[src/rtl/shift_rx.sv]
// shift_rx: oversampling serial receiver for an FTDI-style 8N1 line.
//
// The line is first synchronized into the baud_clk domain. A falling edge
// starts a frame. The start bit is confirmed at mid-bit. Each data bit is then
// sampled one full bit period later, LSB first, and finally the stop bit is
// checked.
//
// Optional feature: define SHIFT_RX_MAJORITY_EN to make every start, data and
// stop decision a 2-of-3 vote. The vote covers the synchronized line in the
// decision cycle and the two cycles before it. Without the macro, each decision
// uses the single synchronized sample, and the history register is not built.
//
// Parameters:
//   DATA_WIDTH - data bits per frame (>= 2)
//   OVERSAMPLE - baud_clk cycles per bit (even, >= 4)
// Ports:
//   baud_clk   - clock, OVERSAMPLE x baud rate
//   reset      - synchronous active-high reset
//   ftdi_rx    - asynchronous serial input, idles high
//   data_byte  - last good received word
//   data_valid - one-cycle pulse when data_byte updates
//   frame_err  - one-cycle pulse when a stop bit was sampled low
//   busy       - high while a frame (or a break) is in progress
module shift_rx #(
  parameter int DATA_WIDTH = 8,
  parameter int OVERSAMPLE = 16
) (
  input  logic                  baud_clk,
  input  logic                  reset,
  input  logic                  ftdi_rx,
  output logic [DATA_WIDTH-1:0] data_byte,
  output logic                  data_valid,
  output logic                  frame_err,
  output logic                  busy
);

  localparam int CW = $clog2(OVERSAMPLE);
  localparam int IW = $clog2(DATA_WIDTH + 1);
  localparam logic [CW-1:0] HALF_M1  = CW'(OVERSAMPLE / 2 - 1);
  localparam logic [CW-1:0] FULL_M1  = CW'(OVERSAMPLE - 1);
  localparam logic [IW-1:0] LAST_BIT = IW'(DATA_WIDTH - 1);

  typedef enum logic [2:0] {IDLE, START, DATA, STOP, BREAK} state_t;

  state_t                state, state_next;
  logic [CW-1:0]         cnt, cnt_next;
  logic [IW-1:0]         idx, idx_next;
  logic [DATA_WIDTH-1:0] shreg, shreg_next;
  logic                  rx_meta, rx_s;
  logic                  rx_bit;
  logic                  load, ferr;

  // Two-flop synchronizer. It resets to the idle-high level, so no false
  // start bit appears out of reset.
  always_ff @(posedge baud_clk) begin
    if (reset) begin
      rx_meta <= 1'b1;
      rx_s    <= 1'b1;
    end else begin
      rx_meta <= ftdi_rx;
      rx_s    <= rx_meta;
    end
  end

`ifdef SHIFT_RX_MAJORITY_EN
  logic [2:0] rx_hist;

  // rx_hist[0] loads from rx_meta on the same edge as rx_s, so it always
  // equals rx_s. rx_hist[2:1] hold the two previous rx_s values.
  always_ff @(posedge baud_clk) begin
    if (reset) rx_hist <= 3'b111;
    else       rx_hist <= {rx_hist[1:0], rx_meta};
  end

  assign rx_bit = (rx_hist[0] & rx_hist[1]) | (rx_hist[0] & rx_hist[2]) |
                  (rx_hist[1] & rx_hist[2]);
`else
  assign rx_bit = rx_s;
`endif

  // Next-state, counter and shift-register logic.
  // A frame ends with a stop-bit verdict:
  //   load - a good word is captured
  //   ferr - a framing error is flagged
  always_comb begin
    state_next = state;
    cnt_next   = cnt + CW'(1);
    idx_next   = idx;
    shreg_next = shreg;
    load       = 1'b0;
    ferr       = 1'b0;
    case (state)
      IDLE: begin
        cnt_next = '0;
        if (!rx_s) state_next = START;
      end
      START: begin
        if (cnt == HALF_M1) begin
          cnt_next   = '0;
          idx_next   = '0;
          state_next = rx_bit ? IDLE : DATA;
        end
      end
      DATA: begin
        if (cnt == FULL_M1) begin
          cnt_next   = '0;
          shreg_next = {rx_bit, shreg[DATA_WIDTH-1:1]};
          idx_next   = idx + IW'(1);
          if (idx == LAST_BIT) state_next = STOP;
        end
      end
      STOP: begin
        if (cnt == FULL_M1) begin
          cnt_next = '0;
          if (rx_bit) begin
            load       = 1'b1;
            state_next = IDLE;
          end else begin
            ferr       = 1'b1;
            state_next = BREAK;
          end
        end
      end
      BREAK: begin
        cnt_next = '0;
        if (rx_s) state_next = IDLE;
      end
      default: state_next = IDLE;
    endcase
  end

  // State, datapath and output registers. The result pulses appear in the
  // cycle after the stop-bit decision.
  always_ff @(posedge baud_clk) begin
    if (reset) begin
      state      <= IDLE;
      cnt        <= '0;
      idx        <= '0;
      shreg      <= '0;
      data_byte  <= '0;
      data_valid <= 1'b0;
      frame_err  <= 1'b0;
    end else begin
      state      <= state_next;
      cnt        <= cnt_next;
      idx        <= idx_next;
      shreg      <= shreg_next;
      data_valid <= load;
      frame_err  <= ferr;
      if (load) data_byte <= shreg;
    end
  end

  assign busy = (state != IDLE);

endmodule

[config.mk]
export PLATFORM = sky130hd
export DESIGN_NAME = shift_rx
export DESIGN_NICKNAME = d
export VERILOG_FILES = /design/src/rtl/shift_rx.sv
export SDC_FILE = /design/constraint.sdc
export NUM_CORES = 1
export LEC_CHECK = 0
export ABC_CLOCK_PERIOD_IN_PS = 1800
export CORE_ASPECT_RATIO = 2
export CORE_UTILIZATION = 55
export CTS_CLUSTER_SIZE = 10
export DETAILED_ROUTE_END_ITERATION = 16
export PLACE_DENSITY = 0.77
export SYNTH_ARGS = -nofsm -noshare
export SYNTH_HDL_FRONTEND = slang
export SYNTH_SLANG_ARGS = --single-unit
[constraint.sdc]
create_clock -name baud_clk -period 1.8 [get_ports baud_clk]
set_input_delay 0.27 -clock baud_clk [delete_from_list [all_inputs] [get_ports baud_clk]]
set_output_delay 0.27 -clock baud_clk [all_outputs]
set_load 0.05 [all_outputs]
==> results of run 1 <==
-- logic make-up (layout without fill, tap and decap cells) --
group | Yosys count | in the layout | synth area share (%)
and+or+nand+nor | 66 | 66 | 25.4
AOI/OAI and AO/OA | 32 | 32 | 13.0
DFF | 31 | 31 | 42.6
buffers and inverters | 16 | 30 | 8.50
muxes | 11 | 11 | 7.55
adders and majority gates | 2 | 2 | 1.72
xor gates and xnor gates | 2 | 2 | 1.20
-- worst max-delay path by stage --
stage	startpoint	end	slack, ps	cells past startpoint
floorplan	cnt[0]$_SDFF_PP0_	data_byte[0]$_SDFFE_PP0P_	360	6
global placement	reset	idx[2]$_SDFFE_PP0P_	310	4
detailed placement	state[1]$_SDFFE_PP0P_	shreg[6]$_SDFFE_PP0P_	230	3
CTS	data_byte[6]$_SDFFE_PP0P_	data_byte[6]	110	1
global route	data_byte[5]$_SDFFE_PP0P_	data_byte[5]	70	1
finish	data_byte[6]$_SDFFE_PP0P_	data_byte[6]	100	1
-- layout by cell type, fill, tap and decap left out, types with 2 or more instances in the layout --
| cell | instances |
|---|---|
| sky130_fd_sc_hd__o211ai_1 | 2 |
| sky130_fd_sc_hd__nor3_1 | 4 |
| sky130_fd_sc_hd__clkbuf_8 | 6 |
| sky130_fd_sc_hd__ha_1 | 2 |
| sky130_fd_sc_hd__nand2_1 | 19 |
| sky130_fd_sc_hd__inv_1 | 3 |
| sky130_fd_sc_hd__nor2b_1 | 2 |
| sky130_fd_sc_hd__or2_2 | 3 |
| sky130_fd_sc_hd__mux2i_1 | 11 |
| sky130_fd_sc_hd__clkdlybuf4s50_1 | 12 |
| sky130_fd_sc_hd__nor3b_1 | 3 |
| sky130_fd_sc_hd__nand3b_1 | 2 |
| sky130_fd_sc_hd__a211oi_1 | 5 |
| sky130_fd_sc_hd__nor2_1 | 6 |
| sky130_fd_sc_hd__nand2b_1 | 3 |
| sky130_fd_sc_hd__buf_4 | 7 |
| sky130_fd_sc_hd__a21oi_1 | 11 |
| sky130_fd_sc_hd__dfxtp_1 | 31 |
| sky130_fd_sc_hd__o21ai_0 | 9 |
| sky130_fd_sc_hd__nand3_1 | 13 |
-- sequential cells by signal (all words and copies together) (netlist names) --
name,flops
state,3
rx_bit,1
cnt,4
data_valid,1
rx_meta,1
shreg,8
idx,4
data_byte,8
frame_err,1
-- layer usage --
layer | share of wire [%] | global-route usage, % | vias up
li1 | - | - | 593
met1 | 38 | 20.9 | 556
met2 | 58 | 45.0 | 16
met3 | 2.0 | 4.72 | 6
met4 | 2.1 | 11.1 | 0
met5 | 0 | 0 | -
-- cells in the mapped netlist, types with 4 or more instances --
cell type | count | share of area [%]
sky130_fd_sc_hd__clkbuf_1 | 4 | 1.0
sky130_fd_sc_hd__dfxtp_1 | 31 | 43
sky130_fd_sc_hd__clkbuf_8 | 4 | 3.8
sky130_fd_sc_hd__nand2_1 | 19 | 4.9
sky130_fd_sc_hd__a211oi_1 | 5 | 2.6
sky130_fd_sc_hd__nand3_1 | 13 | 4.5
sky130_fd_sc_hd__mux2i_1 | 11 | 7.6
sky130_fd_sc_hd__a21oi_1 | 11 | 3.8
sky130_fd_sc_hd__o21ai_0 | 9 | 3.1
sky130_fd_sc_hd__nor3_1 | 4 | 1.4
sky130_fd_sc_hd__nor2_1 | 6 | 1.5
-- stage by stage --
stage / cells / hold WS [ps] / instance area (um2) / setup WS, ps
final: 202 / 408 / 1670 / 103
after global routing: 202 / 428 / 1670 / 71.5
after CTS: 202 / 409 / 1670 / 108
after detailed placement: 194 / 394 / 1550 / 234
after global placement: 194 / 392 / 1550 / 311
after floorplan: 160 / 374 / 1460 / 364
-- cell type report --
type	count	area, um2
fillers	225	867
flip-flops and latches	31	621
clock buffers	6	82.6
repair buffers	19	173
multi-input cells	113	713
well taps	28	35.0
inverters	3	11.3
clock inverters	2	35.0
-- where the power goes --
| group | leakage (nW) | total, mW | internal (mW) | switching, mW |
|---|---|---|---|---|
| clock | 0.0612 | 0.700 | 0.447 | 0.252 |
| sequential | 0.250 | 0.693 | 0.690 | 0.00343 |
| combinational | 0.257 | 0.0458 | 0.0172 | 0.0286 |
==> out/qor.tcl, run 1 <==
set qor(clock-sinks) 31
set qor(critical_path_peak_fanout) 2
set qor(slowest_delay_ps) 800
set qor(worstSetupPathType) {reg2out}
set qor(cts_tree) {built}
set qor(critical-path-slowest-cell) {sky130_fd_sc_hd__clkdlybuf4s50_1}
set qor(regToRegEndpoint) {shreg[6]$_SDFFE_PP0P_}
set qor(fp.coreArea_um2) 2540
set qor(cts-buffers-inserted) 5
set qor(hold_path.class) {reg2reg}
set qor(synth_cell_types) 40
set qor(reg2reg_setup_slack_ps) 220
set qor(detail_route.wl_per_cell_um) 13.8
set qor(die_w_um) 38.4
set qor(cp.required_ps) 1530
set qor(floorplan.io_pins) 14
set qor(maxcap_violations) 0
set qor(floorplan.initialDensity_pct) 57.4
set qor(p_leak_nw) 0.568
set qor(power_mw) 1.44
set qor(syn_area_per_cell_um2) 9.11
set qor(synthToLayoutAreaGrowth_pct) 14.6
set qor(grt_setup_unrepaired) {no}
set qor(postCtsSetupRepairBufs) 0
set qor(cellPowerDensity_nw_per_um2) 862
set qor(ordered_cell_list_for_the_critical_path) {clkdlybuf4s50_1}
set qor(drtAntennaViolNets) 0
set qor(drc) 0
set qor(worst_setup_path_end_kind) {primary output}
set qor(syn-num-nets) 165
set qor(critical_path.n_buffers_inverters) 1
set qor(count_of_tritonroute_iterations_in_the_first_routing_pass) 4
set qor(worstSetupStartpointType) {flop}
set qor(timing.final.max_slew_violations) 0
set qor(hold_violations) 0
set qor(full_die_area_um2) 2870
set qor(drive_gt1_share_pct) 13.2
set qor(timing.final.crit_period_ps) 1700
set qor(final_core_utilization_pct) 65.8
set qor(clock_tree.htree_level_count) 2
set qor(synth_edf_count) 0
set qor(grt_pass1_vias) 1125
set qor(count_of_routing_violations_after_the_opening_detailed_route_iteration) 31
set qor(period_share_pct) 94.3
set qor(totalNegativeSetupSlack_ps) 0
set qor(timing.slew.headroom_pct) 62.3
set qor(synth.ff_latch_count) 31
set qor(finalSetupViolCount) 0
set qor(detailed_placement_wirelength_estimate_mm) 2.03
set qor(clk_pin_slew_ps) 70
set qor(tightest_slew_ps) 565
set qor(placement_rows) 26
set qor(num_vias) 1171
set qor(clk_path_buf_depth) 2
set qor(globalRouteTotalUtil_pct) 23.1
set qor(fin_skew_ps) 3.97
set qor(worst_r2r_path_depth) 3
set qor(layout.nets) 178
set qor(r2r_start) {state[1]$_SDFFE_PP0P_}
set qor(cts.root.buffer_cell) {sky130_fd_sc_hd__clkbuf_8}
set qor(hold_depth) 1
set qor(hold_end) {rx_bit$_SDFF_PP1_}
set qor(post_synth_inst_count) 160
set qor(holdBufCountCts) 0
set qor(grt.overflow.total) 0
set qor(clkLatencyLatePin_ps) 280
set qor(critPathArrivalTime_ps) 1430
set qor(mappedNetlistArea_um2) 1460
set qor(critical_path.top_delay_family) {buffers and inverters}
set qor(hold_path_startpoint) {rx_meta$_SDFF_PP1_}
set qor(async_flop_share_pct) 0
set qor(outcome) {finished clean}
set qor(largest_net_degree_at_the_start_of_global_routing) 24
set qor(total_detailed_routing_wirelength_mm) 2.79
set qor(initial_antenna_violation_count) 0
set qor(cts-resized-gates) 0
set qor(worst_ir_drop_vdd_v) 0.000654
set qor(yosys_most_used_dff) {sky130_fd_sc_hd__dfxtp_1}
set qor(synthesis.yosys.warnings) 0
set qor(place.gp.congestion) 0.833
set qor(die_y_um) 74.8
set qor(ys_seq_area_share_pct) 42.6
set qor(num_antenna_cells) 0
set qor(grt_pass1_wl_mm) 4.75
set qor(vias_per_cell) 5.80
set qor(number_of_port_buffers) 13
set qor(fmax_mhz) 589
Power figures use the tool's default switching activity.
==> run 2, diff against run 1 <==
- SKIP_CTS_REPAIR_TIMING: unset -> 1
==> results of run 2 <==
No change in the layout: final DEF, timing and power equal those of run 1.
==> run 3, diff against run 2 <==
- SKIP_LAST_GASP: unset -> 1
==> results of run 3 <==
No change in the layout: final DEF, timing and power equal those of run 1.
